### src/rtl/vend_controller.sv
// Vending-machine control FSM: product select, quantity, coin payment, vend,
// then change or refund. Tracks per-product stock and an inactivity timeout.
module vend_controller #(
  parameter int unsigned NUM_PRODUCTS = 5,
  parameter int unsigned PRICE_W      = 8,
  parameter logic [NUM_PRODUCTS*PRICE_W-1:0] PRICES = 40'h02080A0C0F,
  parameter int unsigned QTY_MAX      = 9,
  parameter int unsigned STOCK_INIT   = 4,
  parameter int unsigned TIMEOUT_CYC  = 1000,
  localparam int unsigned IDX_W = (NUM_PRODUCTS > 1) ? $clog2(NUM_PRODUCTS) : 1,
  localparam int unsigned TOT_W = PRICE_W + 4
) (
  input  logic                    clk,
  input  logic                    reset,
  input  logic                    key_valid,
  input  logic [3:0]              key_code,
  input  logic                    restock,
  output logic [TOT_W-1:0]        disp_value,
  output logic [2:0]              state_o,
  output logic                    vend,
  output logic [IDX_W-1:0]        vend_id,
  output logic [3:0]              vend_qty,
  output logic                    change_valid,
  output logic [TOT_W-1:0]        change_amt,
  output logic                    err,
  output logic [NUM_PRODUCTS-1:0] sold_out
);

  localparam logic [3:0] K_ENTER  = 4'hA;
  localparam logic [3:0] K_CANCEL = 4'hB;
  localparam logic [3:0] K_COIN2  = 4'hC;
  localparam logic [3:0] K_COIN5  = 4'hD;
  localparam logic [3:0] K_COIN10 = 4'hE;
  localparam logic [3:0] K_TAKE   = 4'hF;
  localparam int unsigned CNT_W = (TIMEOUT_CYC > 2) ? $clog2(TIMEOUT_CYC) : 1;

  typedef enum logic [2:0] {
    ST_IDLE = 3'd0,
    ST_SEL  = 3'd1,
    ST_QTY  = 3'd2,
    ST_PAY  = 3'd3,
    ST_VEND = 3'd4,
    ST_DONE = 3'd5
  } state_t;

  state_t state, state_next;

  logic [IDX_W-1:0] sel;
  logic [3:0]       qty;
  logic [TOT_W-1:0] total;
  logic [TOT_W-1:0] credit;
  logic [CNT_W-1:0] cnt;
  logic [3:0]       stock [NUM_PRODUCTS];

  logic             is_digit, is_coin, key_enter, key_cancel, key_take;
  logic             sel_ok, qty_ok, enter_ok, paid, timed, tmo, err_next;
  logic [3:0]       key_stock, cur_stock;
  logic [PRICE_W-1:0] cur_price;
  logic [TOT_W-1:0] order_amt, coin_val;
  logic [TOT_W:0]   credit_sum;

  assign is_digit   = key_valid && (key_code <= 4'd9);
  assign is_coin    = key_valid && (key_code >= K_COIN2) && (key_code <= K_COIN10);
  assign key_enter  = key_valid && (key_code == K_ENTER);
  assign key_cancel = key_valid && (key_code == K_CANCEL);
  assign key_take   = key_valid && (key_code == K_TAKE);

  // Table lookups by loop so out-of-range indices simply read as zero.
  always_comb begin
    key_stock = '0;
    cur_stock = '0;
    cur_price = '0;
    for (int unsigned i = 0; i < NUM_PRODUCTS; i++) begin
      if (32'(key_code) == i) key_stock = stock[i];
      if (32'(sel) == i) begin
        cur_stock = stock[i];
        cur_price = PRICES[i*PRICE_W +: PRICE_W];
      end
    end
  end

  always_comb begin
    coin_val = '0;
    case (key_code)
      K_COIN2:  coin_val = TOT_W'(2);
      K_COIN5:  coin_val = TOT_W'(5);
      K_COIN10: coin_val = TOT_W'(10);
      default:  coin_val = '0;
    endcase
  end

  assign sel_ok     = (32'(key_code) < NUM_PRODUCTS) && (key_stock != 4'd0);
  assign qty_ok     = (key_code != 4'd0) && (32'(key_code) <= QTY_MAX);
  assign enter_ok   = (qty <= cur_stock);
  assign order_amt  = {4'b0, cur_price} * {{PRICE_W{1'b0}}, qty};
  assign paid       = (credit >= total);
  assign credit_sum = {1'b0, credit} + {1'b0, coin_val};
  assign timed      = (state == ST_SEL) || (state == ST_QTY) || (state == ST_PAY);
  assign tmo        = timed && !key_valid && (cnt == CNT_W'(TIMEOUT_CYC - 1));

  always_ff @(posedge clk or negedge reset) begin
    if (!reset) state <= ST_IDLE;
    else        state <= state_next;
  end

  always_comb begin
    state_next = state;
    case (state)
      ST_IDLE: if (key_enter) state_next = ST_SEL;
      ST_SEL: begin
        if (is_digit && sel_ok)         state_next = ST_QTY;
        else if (key_cancel || tmo)     state_next = ST_IDLE;
      end
      ST_QTY: begin
        if (key_enter && enter_ok)      state_next = ST_PAY;
        else if (key_cancel || tmo)     state_next = ST_IDLE;
      end
      // Payment complete outranks cancel/timeout so paid credit is never refunded.
      ST_PAY: begin
        if (paid)                       state_next = ST_VEND;
        else if (key_cancel || tmo)     state_next = ST_DONE;
      end
      ST_VEND:                          state_next = ST_DONE;
      ST_DONE: if (key_take)            state_next = ST_IDLE;
      default:                          state_next = ST_IDLE;
    endcase
  end

  always_comb begin
    err_next = is_coin && (state != ST_PAY);
    if (state == ST_SEL && is_digit && !sel_ok) err_next = 1'b1;
    if (state == ST_QTY && ((is_digit && !qty_ok) || (key_enter && !enter_ok))) err_next = 1'b1;
  end

  always_ff @(posedge clk or negedge reset) begin
    if (!reset) begin
      cnt <= '0;
    end else if (!timed || key_valid || (state_next != state)) begin
      cnt <= '0;
    end else begin
      cnt <= cnt + 1'b1;
    end
  end

  always_ff @(posedge clk or negedge reset) begin
    if (!reset) begin
      sel        <= '0;
      qty        <= '0;
      total      <= '0;
      credit     <= '0;
      change_amt <= '0;
      vend_id    <= '0;
      vend_qty   <= '0;
      err        <= 1'b0;
      for (int unsigned i = 0; i < NUM_PRODUCTS; i++) stock[i] <= 4'(STOCK_INIT);
    end else begin
      err <= err_next;
      case (state)
        ST_IDLE: begin
          if (restock)
            for (int unsigned i = 0; i < NUM_PRODUCTS; i++) stock[i] <= 4'(STOCK_INIT);
        end
        ST_SEL: begin
          if (is_digit && sel_ok) begin
            sel <= key_code[IDX_W-1:0];
            qty <= 4'd1;
          end
        end
        ST_QTY: begin
          if (is_digit && qty_ok)        qty   <= key_code;
          else if (key_enter && enter_ok) total <= order_amt;
        end
        ST_PAY: begin
          if (is_coin) credit <= credit_sum[TOT_W] ? '1 : credit_sum[TOT_W-1:0];
          if (paid) begin
            vend_id  <= sel;
            vend_qty <= qty;
          end else if (key_cancel || tmo) begin
            change_amt <= credit;
          end
        end
        ST_VEND: begin
          change_amt <= credit - total;
          for (int unsigned i = 0; i < NUM_PRODUCTS; i++)
            if (32'(sel) == i) stock[i] <= stock[i] - qty;
        end
        ST_DONE: begin
          if (key_take) begin
            credit     <= '0;
            total      <= '0;
            change_amt <= '0;
          end
        end
        default: ;
      endcase
    end
  end

  always_comb begin
    disp_value   = '0;
    vend         = 1'b0;
    change_valid = 1'b0;
    state_o      = state;
    case (state)
      ST_QTY:  disp_value = order_amt;
      ST_PAY:  disp_value = paid ? '0 : (total - credit);
      ST_VEND: vend = 1'b1;
      ST_DONE: begin
        change_valid = 1'b1;
        disp_value   = change_amt;
      end
      default: ;
    endcase
    for (int unsigned i = 0; i < NUM_PRODUCTS; i++) sold_out[i] = (stock[i] == 4'd0);
  end

endmodule

### config.mk
export PLATFORM = sky130hd
export DESIGN_NAME = vend_controller
export DESIGN_NICKNAME = d
export VERILOG_FILES = /design/src/rtl/vend_controller.sv
export SDC_FILE = /design/constraint.sdc
export NUM_CORES = 1
export LEC_CHECK = 0
export BUFFER_PORTS_ARGS = -buffer_cell sky130_fd_sc_hd__clkbuf_2
export CAP_MARGIN = 20
export CORE_AREA = 2 2 102 104
export CTS_CLUSTER_DIAMETER = 50
export DETAILED_ROUTE_END_ITERATION = 6
export DIE_AREA = 0 0 104 106
export PLACE_DENSITY = 0.87
export SLEW_MARGIN = 20
export SYNTH_ARGS = -nofsm -noshare
export SYNTH_HDL_FRONTEND = slang
export SYNTH_SLANG_ARGS = --single-unit
export TNS_END_PERCENT = 20
### constraint.sdc
create_clock -name clk -period 9.2 [get_ports clk]
set_input_delay 1.84 -clock clk [delete_from_list [all_inputs] [get_ports clk]]
set_output_delay 1.84 -clock clk [all_outputs]
set_load 0.005 [all_outputs]
Word-level counts from Yosys, hierarchy flattened
Index checks and enable logic that the tools add are counted.
{"block": "totals", "out_inout_bits": 42, "word_cells": 175, "in_bits": 8, "regBits": 84}
{"block": "op_classes", "n_lt_le_gt_ge": 7, "muxes": 51, "n_mul": 1, "n_reduce_logical": 56, "addsub": 9, "n_eq_ne": 36}
{"cell": "2-to-1 mux 12 bit", "n": 8}
{"cell": "2-to-1 mux 4 bit", "n": 19}
{"cell": "one-hot mux 12 bit (3 select lines)", "n": 2}
{"cell": "one-hot mux 12 bit (2 select lines)", "n": 2}
{"cell": "one-hot mux 20 bit (2 select lines)", "n": 1}
{"cell": "equality test 4 bit (second input constant)", "n": 6}
{"cell": "zero test 4 bit", "n": 6}
{"cell": "2-to-1 mux 8 bit", "n": 3}
{"cell": "subtractor 12 bit", "n": 2}
{"cell": "2-to-1 mux 3 bit", "n": 7}
{"cell": "AND reduction 3 bit", "n": 7}
{"cell": "2-to-1 mux 20 bit", "n": 1}
{"cell": "inequality test 2 bit (second input constant)", "n": 10}
{"cell": "subtractor 4 bit", "n": 5}
{"cell": "logical AND 1 bit", "n": 19}
{"cell": "one-hot mux 3 bit (6 select lines)", "n": 1}
{"cell": "adder 12 x 12 -> 13 bit", "n": 1}
{"cell": "equality test 3 x 2 -> 1 bit (second input constant)", "n": 4}
{"cell": "greater-or-equal comparator 12 bit", "n": 1}
{"cell": "<= comparator 4 bit (second input constant)", "n": 3}
{"cell": "multiplier 8 x 4 -> 12 bit", "n": 1}
{"cell": "one-hot mux 4 bit (3 select lines)", "n": 1}
{"cell": "adder 10 x 1 -> 10 bit (second input constant)", "n": 1}
{"cell": "equality test 10 bit (second input constant)", "n": 1}
{"cell": "22 further kinds", "n": 48}

Logic depth before layout (Yosys ltp)
Gate-level depths: netlist (run 1).
{"block": "depth", "depth_word": 14, "depth_mapped": 15, "mapped_depth_nobuf": 14}

Worst setup path before layout (run 1)
OpenSTA, ideal clock, no wires.
{"block": "synth_path", "path_kind": "reg-to-output", "startpoint": "reg sel[1]", "endpoint": "out disp_value[7]", "slack_ps": 4002, "path_buffers": 1, "path_stages_with_launch": 14, "t_required_ps": 7360, "arrival_ps": 3358, "path_cell_list": "dfrtp_1 -> clkbuf_1 -> nor2_1 -> nand2_1 -> fa_1 -> fa_1 -> inv_1 -> ha_1 -> a21o_1 -> a21oi_1 -> o21ai_0 -> xor2_1 -> a22oi_1 -> o21ai_0"}
{"block": "synth_via", "elab_chain_len": 8, "word_cells_on_any_way": 12, "classes_between": "mul (1); eq/ne (4); mux (6); reduce/logical (1)"}
{"element": "from (decl)", "line_no": "48", "text": "logic [IDX_W-1:0] sel;"}
{"element": "from (signal assigned)", "line_no": "165", "text": "sel <= key_code[IDX_W-1:0];"}
{"element": "zero test 3 bit", "line_no": "75", "text": "if (32'(sel) == i) begin"}
{"element": "2-to-1 mux 4 bit (2 in a row)", "line_no": "75"}
{"element": "2-to-1 mux 8 bit (2 in a row)", "line_no": "75"}
{"element": "2-to-1 mux 8 bit (*)", "line_no": "75"}
{"element": "multiplier 8 x 4 -> 12 bit (*)", "line_no": "95", "text": "assign order_amt = {4'b0, cur_price} * {{PRICE_W{1'b0}}, qty};"}
{"element": "one-hot mux 12 bit (3 select lines) (*)", "line_no": "204", "text": "case (state)"}
{"element": "to (decl)", "line_no": "18", "text": "output logic [TOT_W-1:0] disp_value,"}
Mark *: on every way between the ends. The rest lies on a longest branch, timed or not.

Final worst setup path (run 1)
Same ends and word-level chain as after synthesis.

==> flow_summary.toml, run 1 <==
[status]
status = "complete, no violations"

[logic_synthesis]
avgSynthCellArea_um2 = 9.275
yosysTopAreaCellShare = 0.2980
syn_nets = 762
yosys-top-cells-area = "dfrtp_1 30%, ha_1 11%, fa_1 3.8%"
yosysSeqAreaShare = 0.3186
synth_area_um2 = 6381
ys_warn_count = 0
synth_seq_cells = 81
synthFlopType = "dfrtp_1"
synth_edf_count = 0
synth_top_area_cell = "dfrtp_1"
synthArstFlopShare = 1.000
yosysUniqueCellTypes = 85
netlist_instances = 688

[setup_path]
worst_setup_path_start_kind = "register"
crit_buf_inv = 2
slowest_delay_ns = 0.62
crit_path_max_fanout = 17
crit_path_end_kind = "output port"
path_cells = "nor2_1 > nand2_1 > fa_1 > fa_1 > inv_1 > ha_1 > a21o_1 > a21oi_1 > o21ai_0 > xor2_1 > a22oi_1 > o21ai_0 > clkbuf_2"
required_ns = 7.36
arrival_ns = 4.41
worstSetupPathType = "reg -> out"
cp_slowest_cell = "fa_1"
crit_family = "adder cells"

[final_layout]
fin_cells = 857
drive_above_1_share = 0.1678
finalInstanceArea_um2 = 6795
area_growth_pct = 6.490
final_common_cell = "dfrtp_1"
final_cell_mix = "76 x dfrtp_1, 62 x inv_1, 54 x ha_1, 48 x clkbuf_2, 46 x o21ai_0"
n_fill_cell = 808
final_util = 0.6796
nets = 790
insertedDiodeCount = 0

[cts]
cts_tree = "yes"
clock_path_buffers = 2
cts_buffers = 9
clkSinkCount = 81
insertion_delay_ns = 0.37
cts_hold_buf = 0
cts_max_level = 3
clk_pin_slew_ns = 0.10
cts_setup_buffers = 0
cts_resized = 0
cts_root_buf = "clkbuf_8"

[routing]
wl_met3_um = 908
routed_wl_um = 16510
final_antenna_net_count = 0
top_layer_used = "met4"
drcViolationCount = 0
dr_wl_met2_um = 8033
drtPass1Iterations = 7
wl_per_cell_um = 19.26
vias_per_cell = 6.411
vias = 5494
wl_met1_um = 7084
drt-initial-drc-count = 466

[sta]
setup_viol = 0
drv_slew = 0
fmax_mhz = 159.9
rsz0062_at_grt = "no"
finalCriticalPeriod_ns = 6.255
layout_setup_ws_ns = 2.945
tightestPinTransition_ns = 0.8803
max_slew_margin = 0.4078
finalHoldViolCount = 0
setup_tns_ns = 0
fin_worst_skew_ns = 0.01450
period_share = 0.6799

[placement]
dp.cells = 841
post-dp-hpwl_um = 11960
post-place-ws_ns = 3.426
port_buffers = 49
routabilityCongestion = 0.9121
place_area_um2 = 6595

[global_route]
grt_start_max_net_pins = 82
antenna_found_initial = 0
grt_pass1_vias = 5517
grt_pass1_wl_um = 27480
grtUsageTotal = 0.3114
grt_overflow = 0

[die]
chipHeight_um = 106
fp-row-count = 37
coreArea_um2 = 10000
initial_core_util = 0.6381
boundaryPins = 50
fp.dieW_um = 104
die_area_um2 = 11020

[power]
ir_drop_mv = 0.2088
p_leak_nw = 3.117
power_density_nw_per_um2 = 308.6

[hold_path]
hp-class = "reg -> reg"

[job]
drv_cap = 0
[power breakdown]
| group | switching [mW] | internal, mW | leakage, nW |
|---|---|---|---|
| Clock | 0.147 | 0.126 | 0.0851 |
| Combinational | 0.680 | 0.514 | 1.96 |
| Sequential | 0.169 | 0.461 | 1.07 |
| Total | 0.996 | 1.10 | 3.12 |
[metrics by stage]
step	hold WS [ns]	total power, mW
floorplan	0.4349	1.476
global placement	0.4474	1.744
detailed placement	0.4543	1.799
CTS	0.4677	2.082
global route	0.4885	2.274
finish	0.4655	2.097
[synthesized netlist by cell type (all sizes together) (3+ instances only)]
| master | number |
|---|---|
| and2 | 7 |
| a22o | 10 |
| o21ai | 48 |
| a21o | 17 |
| fa | 12 |
| a211oi | 3 |
| a22oi | 6 |
| buf | 15 |
| nand4 | 6 |
| nand2 | 43 |
| a21oi | 37 |
| mux2i | 3 |
| a31o | 3 |
| or3 | 6 |
| o21a | 4 |
| nor4 | 16 |
| o311ai | 3 |
| nor2 | 40 |
| ha | 54 |
| mux2 | 18 |
| inv | 62 |
| nor3 | 11 |
| a31oi | 9 |
| nand3 | 25 |
| and3 | 8 |
| o211ai | 5 |
| o22ai | 7 |
| xor2 | 13 |
| dfstp | 5 |
| xnor2 | 22 |
| mux4 | 4 |
| or2 | 4 |
| dfrtp | 76 |
| clkbuf | 18 |
| o31ai | 16 |
| nand3b | 6 |
| nor2b | 9 |
| nand2b | 4 |
[final timing paths]
| check | from | to | slack [ns] | cells past startpoint |
|---|---|---|---|---|
| worst max-delay path | sel[1] | disp_value[7] | 2.95 | 13 |
| worst min-delay path | cnt[0] | cnt[0] | 0.47 | 1 |
| worst max register to register | sel[1] | total[7] | 5.24 | 11 |
| worst min register to register | cnt[0] | cnt[0] | 0.47 | 1 |
| max in group asynchronous | reset | change_amt[0] | 7.15 | 1 |
| min in group asynchronous | reset | cnt[5] | 1.50 | 1 |
[final cells by class]
class	instances	area (um2)	area share
timing repair buffer	50	259.0	0.03811
clock inverter	6	68.82	0.01013
tap	136	170.2	0.02504
multi-input combinational	511	3900	0.5739
inverter	63	236.5	0.03480
sequential	81	2033	0.2992
clock buffer	10	127.6	0.01878
[cells by family (layout without fill, tap and decap cells)]
kind of cell / after synthesis / after routing / synth area share
and+or+nand+nor: 195 / 195 / 0.1676
DFF: 81 / 81 / 0.3186
muxes: 25 / 25 / 0.05118
AOI/OAI and AO/OA: 190 / 190 / 0.2008
buffers and inverters: 96 / 129 / 0.07019
adders and majority gates: 66 / 66 / 0.1435
xor gates and xnor gates: 35 / 35 / 0.04804
[registers in the layout, summed over array words and instances, names as in the netlist]
signal / count
vend_id: 3
credit: 12
change_amt: 12
sel: 3
state_o: 3
err: 1
stock: 20
cnt: 10
vend_qty: 4
qty: 4
total: 9
[layer usage]
layer	vias up	global-route usage
met5	-	0
met4	0	0.1458
met3	46	0.04292
met2	203	0.5240
met1	2700	0.4006
li1	2545	-
No activity file was read; power rests on OpenSTA's default activity.
==> inputs of run 2 (changes only) <==
--- a/config.mk
+++ b/config.mk
@@ -7,11 +7,11 @@
 export LEC_CHECK = 0
 export BUFFER_PORTS_ARGS = -buffer_cell sky130_fd_sc_hd__clkbuf_2
 export CAP_MARGIN = 20
-export CORE_AREA = 2 2 102 104
+export CORE_AREA = 2 2 105 107
 export CTS_CLUSTER_DIAMETER = 50
 export DETAILED_ROUTE_END_ITERATION = 6
-export DIE_AREA = 0 0 104 106
-export PLACE_DENSITY = 0.87
+export DIE_AREA = 0 0 107 109
+export PLACE_DENSITY = 0.83
 export SLEW_MARGIN = 20
 export SYNTH_ARGS = -nofsm -noshare
 export SYNTH_HDL_FRONTEND = slang
==> constraint.sdc (replaced) <==
create_clock -name clk -period 6.2 [get_ports clk]
set_input_delay 1.24 -clock clk [delete_from_list [all_inputs] [get_ports clk]]
set_output_delay 1.24 -clock clk [all_outputs]
set_load 0.005 [all_outputs]
==> run 2 against run 1 <==
Net effect:
- clock skew about the same
- critical path depth is the same
- largest cell class unchanged
- sequential share of layout area about the same
- cell count increased by 0.58%
- combinational power is 49% higher
- largest power group unchanged
==> flow_summary.toml, run 2 (synthesis gave the netlist of run 1 again) <==
[status]
status = "complete, no violations"

[cts]
cts_tree = "yes"
clkSinkCount = 81
cts_root_buf = "clkbuf_8"
insertion_delay_ns = 0.38
clock_path_buffers = 2
cts_max_level = 3
cts_resized = 0
cts_buffers = 9
cts_hold_buf = 0
clk_pin_slew_ns = 0.08
cts_setup_buffers = 0

[die]
fp.dieW_um = 107
coreArea_um2 = 10600
fp-row-count = 38
boundaryPins = 50
chipHeight_um = 109
die_area_um2 = 11660
initial_core_util = 0.6018

[routing]
drtPass1Iterations = 7
routed_wl_um = 16120
drcViolationCount = 0
vias_per_cell = 6.299
drt-initial-drc-count = 386
wl_per_cell_um = 18.70
vias = 5430
final_antenna_net_count = 0

[hold_path]
hp-class = "reg -> reg"
min_from = "cnt[0]"
worstHoldPathCells = 1
hold_end = "cnt[0]"

[sta]
period_share = 0.8773
finalCriticalPeriod_ns = 5.439
max_slew_margin = 0.3676
finalHoldViolCount = 0
rsz0062_at_grt = "no"
tightestPinTransition_ns = 0.9400
fmax_mhz = 183.8
drv_slew = 0
setup_viol = 0
setup_tns_ns = 0
fin_worst_skew_ns = 0.01404

[global_route]
grt_pass1_wl_um = 26320
antenna_found_initial = 0
grt_pass1_vias = 5348
grt_overflow = 0
grt_start_max_net_pins = 82
grtUsageTotal = 0.2899

[job]
drv_cap = 0

[setup_path]
reg2reg_to = "total[7]"
rr_worst_depth = 11
crit_path_end_kind = "output port"
worstSetupPathType = "reg -> out"
rr_startpoint = "sel[2]"
worst_setup_path_start_kind = "register"
arrival_ns = 4.20
required_ns = 4.96
crit_path_max_fanout = 21
r2r_setup_slack_ns = 2.46

[placement]
post-dp-hpwl_um = 11790
place_area_um2 = 6608
port_buffers = 49
routabilityCongestion = 0.9802
dp.cells = 846

[final_layout]
area_growth_pct = 6.471
final_cell_mix = "76 x dfrtp_1, 62 x inv_1, 54 x ha_1, 48 x clkbuf_2, 46 x o21ai_0"
reg_top3 = "stock: 20 flops, change_amt: 12 flops, credit: 12 flops"
finalInstanceArea_um2 = 6794
nets = 791
insertedDiodeCount = 0
largest_register_ffs = 20
fin_cells = 862
drive_above_1_share = 0.1690
regMostFlops = "stock"
final_common_cell = "dfrtp_1"

[power]
ir_drop_mv = 0.2615
power_mw = 3.074
power_density_nw_per_um2 = 452.5
p_leak_nw = 3.122
## run 2: cell types whose count changed in the layout (fill, tap and decap cells not counted)
cell and delta:
buf_4 +1, clkbuf_8 +2, clkinv_2 +1, bufinv_16 -1, inv_6 -1, clkinvlp_4 -1
## run 2: how the worst max path moves through the flow
stage / startpoint / to / slack [ns]
after global routing: sel[2] / disp_value[7] / 0.56
after floorplan: sel[1] / disp_value[7] / 1.60
after CTS: sel[2] / disp_value[7] / 0.81
after detailed placement: sel[2] / disp_value[7] / 1.24
final: sel[2] / disp_value[7] / 0.76
after global placement: sel[2] / disp_value[7] / 1.31
## run 2: worst max-delay path, stage by stage, from the launching register on
cell,delay (ns)
dfrtp_1,0.59
nand2b_1,0.29
or2_2,0.30
fa_1,0.47
fa_1,0.62
inv_1,0.06
ha_1,0.29
a21o_1,0.18
a21oi_1,0.26
o21ai_0,0.17
xor2_1,0.19
a22oi_1,0.16
o21ai_0,0.12
clkbuf_2,0.13
## run 2: layer usage
| layer | vias up | wire (um) | GRT usage |
|---|---|---|---|
| met3 | 46 | 894 | 0.05260 |
| met1 | 2655 | 6913 | 0.3786 |
| met2 | 187 | 7771 | 0.4650 |
| li1 | 2542 | - | - |
| met5 | - | 0 | 0 |
| met4 | 0 | 539 | 0.1475 |
## run 2: area by class of cell
class / count / area, um2
clock buffers: 12 / 155.1
clock inverters: 4 / 27.53
fillers: 864 / 3809
inverters: 63 / 236.5
multi-input cells: 511 / 3900
flip-flops and latches: 81 / 2033
well taps: 140 / 175.2
repair buffers: 51 / 266.5
## run 2: through the flow
| stage | worst slack [ns] | util | hold WS [ns] |
|---|---|---|---|
| 4_1_cts | 0.8073 | 0.6404 | 0.4727 |
| 6_report | 0.7606 | 0.6408 | 0.4719 |
| 3_3_place_gp | 1.313 | 0.6232 | 0.4500 |
| 3_5_place_dp | 1.244 | 0.6232 | 0.4619 |
| 2_1_floorplan | 1.602 | - | 0.4349 |
| 5_1_grt | 0.5575 | 0.6408 | 0.4919 |
## run 2: where the power goes
part / switching (mW) / total (mW) / internal, mW
Sequential: 0.245 / 0.929 / 0.684
Combinational: 1.01 / 1.77 / 0.767
Clock: 0.207 / 0.374 / 0.167
==> inputs of run 3 (changes only) <==
--- a/config.mk
+++ b/config.mk
@@ -5,13 +5,14 @@
 export SDC_FILE = /design/constraint.sdc
 export NUM_CORES = 1
 export LEC_CHECK = 0
+export ABC_AREA = 1
 export BUFFER_PORTS_ARGS = -buffer_cell sky130_fd_sc_hd__clkbuf_2
 export CAP_MARGIN = 20
-export CORE_AREA = 2 2 105 107
+export CORE_AREA = 2 2 110 112
 export CTS_CLUSTER_DIAMETER = 50
 export DETAILED_ROUTE_END_ITERATION = 6
-export DIE_AREA = 0 0 107 109
-export PLACE_DENSITY = 0.83
+export DIE_AREA = 0 0 112 114
+export PLACE_DENSITY = 0.78
 export SLEW_MARGIN = 20
 export SYNTH_ARGS = -nofsm -noshare
 export SYNTH_HDL_FRONTEND = slang
==> constraint.sdc (replaced) <==
create_clock -name clk -period 4.81 [get_ports clk]
set_input_delay 0.962 -clock clk [delete_from_list [all_inputs] [get_ports clk]]
set_output_delay 0.962 -clock clk [all_outputs]
set_load 0.005 [all_outputs]
==> run 3 against run 2 <==
Net effect:
- via count up 5.2%
- register-to-register slack got worse by 0.98 ns
- die area up 9.5%
- utilization is 4.0 points lower
- flip-flop and latch count is the same
- critical endpoint unchanged
- non-clock buffer count rose by 5
- setup slack lost 0.49 ns
- clock skew decreased by 0.0051 ns
==> flow_summary.toml, run 3 <==
[placement]
port_buffers = 49
dp.cells = 1008
place_area_um2 = 6665
routabilityCongestion = 0.9881
post-place-ws_ns = 0.2617
post-dp-hpwl_um = 12530

[logic_synthesis]
yosysUniqueCellTypes = 51
syn_nets = 896
yosysTopAreaCellShare = 0.3025
yosysSeqAreaShare = 0.3234
synth_common_cells = "148 x nand2_1, 134 x inv_1, 80 x nor2_1"
synth_top_area_cell = "dfrtp_1"
synth_area_um2 = 6286
synthFlopType = "dfrtp_1"
netlist_instances = 822
ys_warn_count = 0
yosys-top-cells-area = "dfrtp_1 30%, ha_1 11%, nand2_1 8.8%"
synth_edf_count = 0
avgSynthCellArea_um2 = 7.647
synthArstFlopShare = 1.000
synth_most_common_cell = "nand2_1"
synth_seq_cells = 81

[final_layout]
regMostFlops = "stock"
insertedDiodeCount = 0
final_common_cell = "nand2_1"
area_growth_pct = 11.98
reg_top3 = "stock: 20 flops, change_amt: 12 flops, credit: 12 flops"
fin_cells = 1026
final_util = 0.6011
final_cell_mix = "148 x nand2_1, 131 x inv_1, 78 x nor2_1, 75 x dfrtp_1, 54 x ha_1"
drive_above_1_share = 0.1263
largest_register_ffs = 20
nets = 948
finalInstanceArea_um2 = 7039

[die]
coreArea_um2 = 11710
die_area_um2 = 12770
fp-row-count = 40
initial_core_util = 0.5368
boundaryPins = 50
fp.dieW_um = 112
chipHeight_um = 114

[setup_path]
arrival_ns = 3.57
path_cells = "buf_4 > nor2_2 > nand2_1 > fa_1 > fa_1 > inv_1 > ha_1 > nand2_1 > nor2_1 > a211oi_2 > nor2_1 > o21ai_1 > nand2_1 > nand2_1 > nand3_1 > o211ai_1 > clkbuf_2"
slowest_delay_ns = 0.58
r2r_setup_slack_ns = 1.48
crit_path_max_fanout = 7
crit_family = "adder cells"
worstSetupPathType = "reg -> out"
worst_setup_path_start_kind = "register"
cp_slowest_cell = "fa_1"
crit_path_end_kind = "output port"
required_ns = 3.85
crit_top_cell = "nand2_1"
crit_buf_inv = 3

[sta]
fin_worst_skew_ns = 0.008958
finalHoldViolCount = 0
layout_setup_ws_ns = 0.2749
tightestPinTransition_ns = 0.9593
max_slew_margin = 0.3581
drv_slew = 0
rsz0062_at_grt = "no"
fmax_mhz = 220.5
setup_viol = 0
whs_ns = 0.4738
finalCriticalPeriod_ns = 4.535
period_share = 0.9429
setup_tns_ns = 0

[routing]
drtPass1Iterations = 7
vias = 5715
drcViolationCount = 0
final_antenna_net_count = 0
wl_per_cell_um = 16.13
drt-initial-drc-count = 414
vias_per_cell = 5.570
routed_wl_um = 16550

[cts]
cts_hold_buf = 0
cts_buffers = 9
insertion_delay_ns = 0.35
clock_path_buffers = 2
clk_pin_slew_ns = 0.06
cts_max_level = 3
clkSinkCount = 81
cts_tree = "yes"
cts_root_buf = "clkbuf_16"

[hold_path]
hp-class = "reg -> reg"

[global_route]
grtUsageTotal = 0.2651
antenna_found_initial = 0
grt_pass1_wl_um = 26820
grt_pass1_vias = 5460
grt_overflow = 0
grt_start_max_net_pins = 82

[power]
power.share.switching = 0.4260
pwr-share-seq = 0.298
power_density_nw_per_um2 = 468.3
p_leak_nw = 3.471
power_mw = 3.296
p_comb_frac = 0.463
ir_drop_mv = 0.2460
switching_power_mw = 1.404
p_clk_frac = 0.239
intPower_mw = 1.892

[status]
status = "complete, no violations"

[job]
drv_cap = 0
-- run 3: cells by family after synthesis --
| group | Yosys count | synth area share |
|---|---|---|
| AND/OR/NAND/NOR | 311 | 0.2160 |
| AO/OA/AOI/OAI | 169 | 0.1592 |
| buffers and inverters | 153 | 0.09713 |
| flip-flops | 81 | 0.3234 |
| adder cells (fa/ha/maj) | 66 | 0.1457 |
| XOR/XNOR | 42 | 0.05852 |
-- run 3: power by group through the flow --
stage / logic, mW / clock network [mW] / registers, mW
6_report: 1.53 / 0.787 / 0.982
5_1_grt: 1.71 / 0.820 / 1.00
4_1_cts: 1.50 / 0.795 / 0.976
3_5_place_dp: 1.48 / 0 / 0.986
3_3_place_gp: 1.46 / 0 / 0.982
2_1_floorplan: 1.12 / 0 / 0.949
-- run 3: worst reg2reg max path: stages, from the launching register on --
cell and delay (ns):
dfrtp_1 0.39, buf_4 0.16, nor2_1 0.15, inv_1 0.09, nor2_1 0.23, inv_1 0.09
o21ai_0 0.17, a221oi_1 0.08, a21oi_1 0.14, ha_1 0.26, a21oi_1 0.14, o21ai_0 0.08
nand2_1 0.15, nand3_1 0.38, nand3_1 0.22, inv_1 0.07, nand3_1 0.12, nand4_4 0.18
nor2_1 0.14
-- run 3: final timing paths --
kind,start,endpoint,cells after the start
max,sel[2],disp_value[7],17
min,cnt[0],cnt[0],1
max reg2reg,sel[2],cnt[2],18
min reg2reg,cnt[0],cnt[0],1
max in group asynchronous,reset,sel[1],1
min in group asynchronous,reset,stock[3],1
-- run 3: per-layer routing --
layer,wire length (um),up-vias,track usage
met5,0,-,0
met4,459,0,0.1130
met3,837,36,0.03401
met2,7739,192,0.4360
met1,7509,2678,0.3558
li1,-,2809,-
-- run 3: final cells by class --
cell class                      count  area [um2]
Clock buffer                       12       266.5
Multi-Input combinational cell    588        3656
Fill cell                        1084        4672
Tap cell                          147       183.9
Clock inverter                      4       73.82
Sequential cell                    81        2034
Timing Repair Buffer               56       304.0
Inverter                          138       520.5
-- run 3: what timing repair did --
action / CTS / global route
setup endpoints to repair: 2 / 4
gates resized for setup: 2 / 8
buffers inserted: 0 / 2
pin swaps: 0 / 2
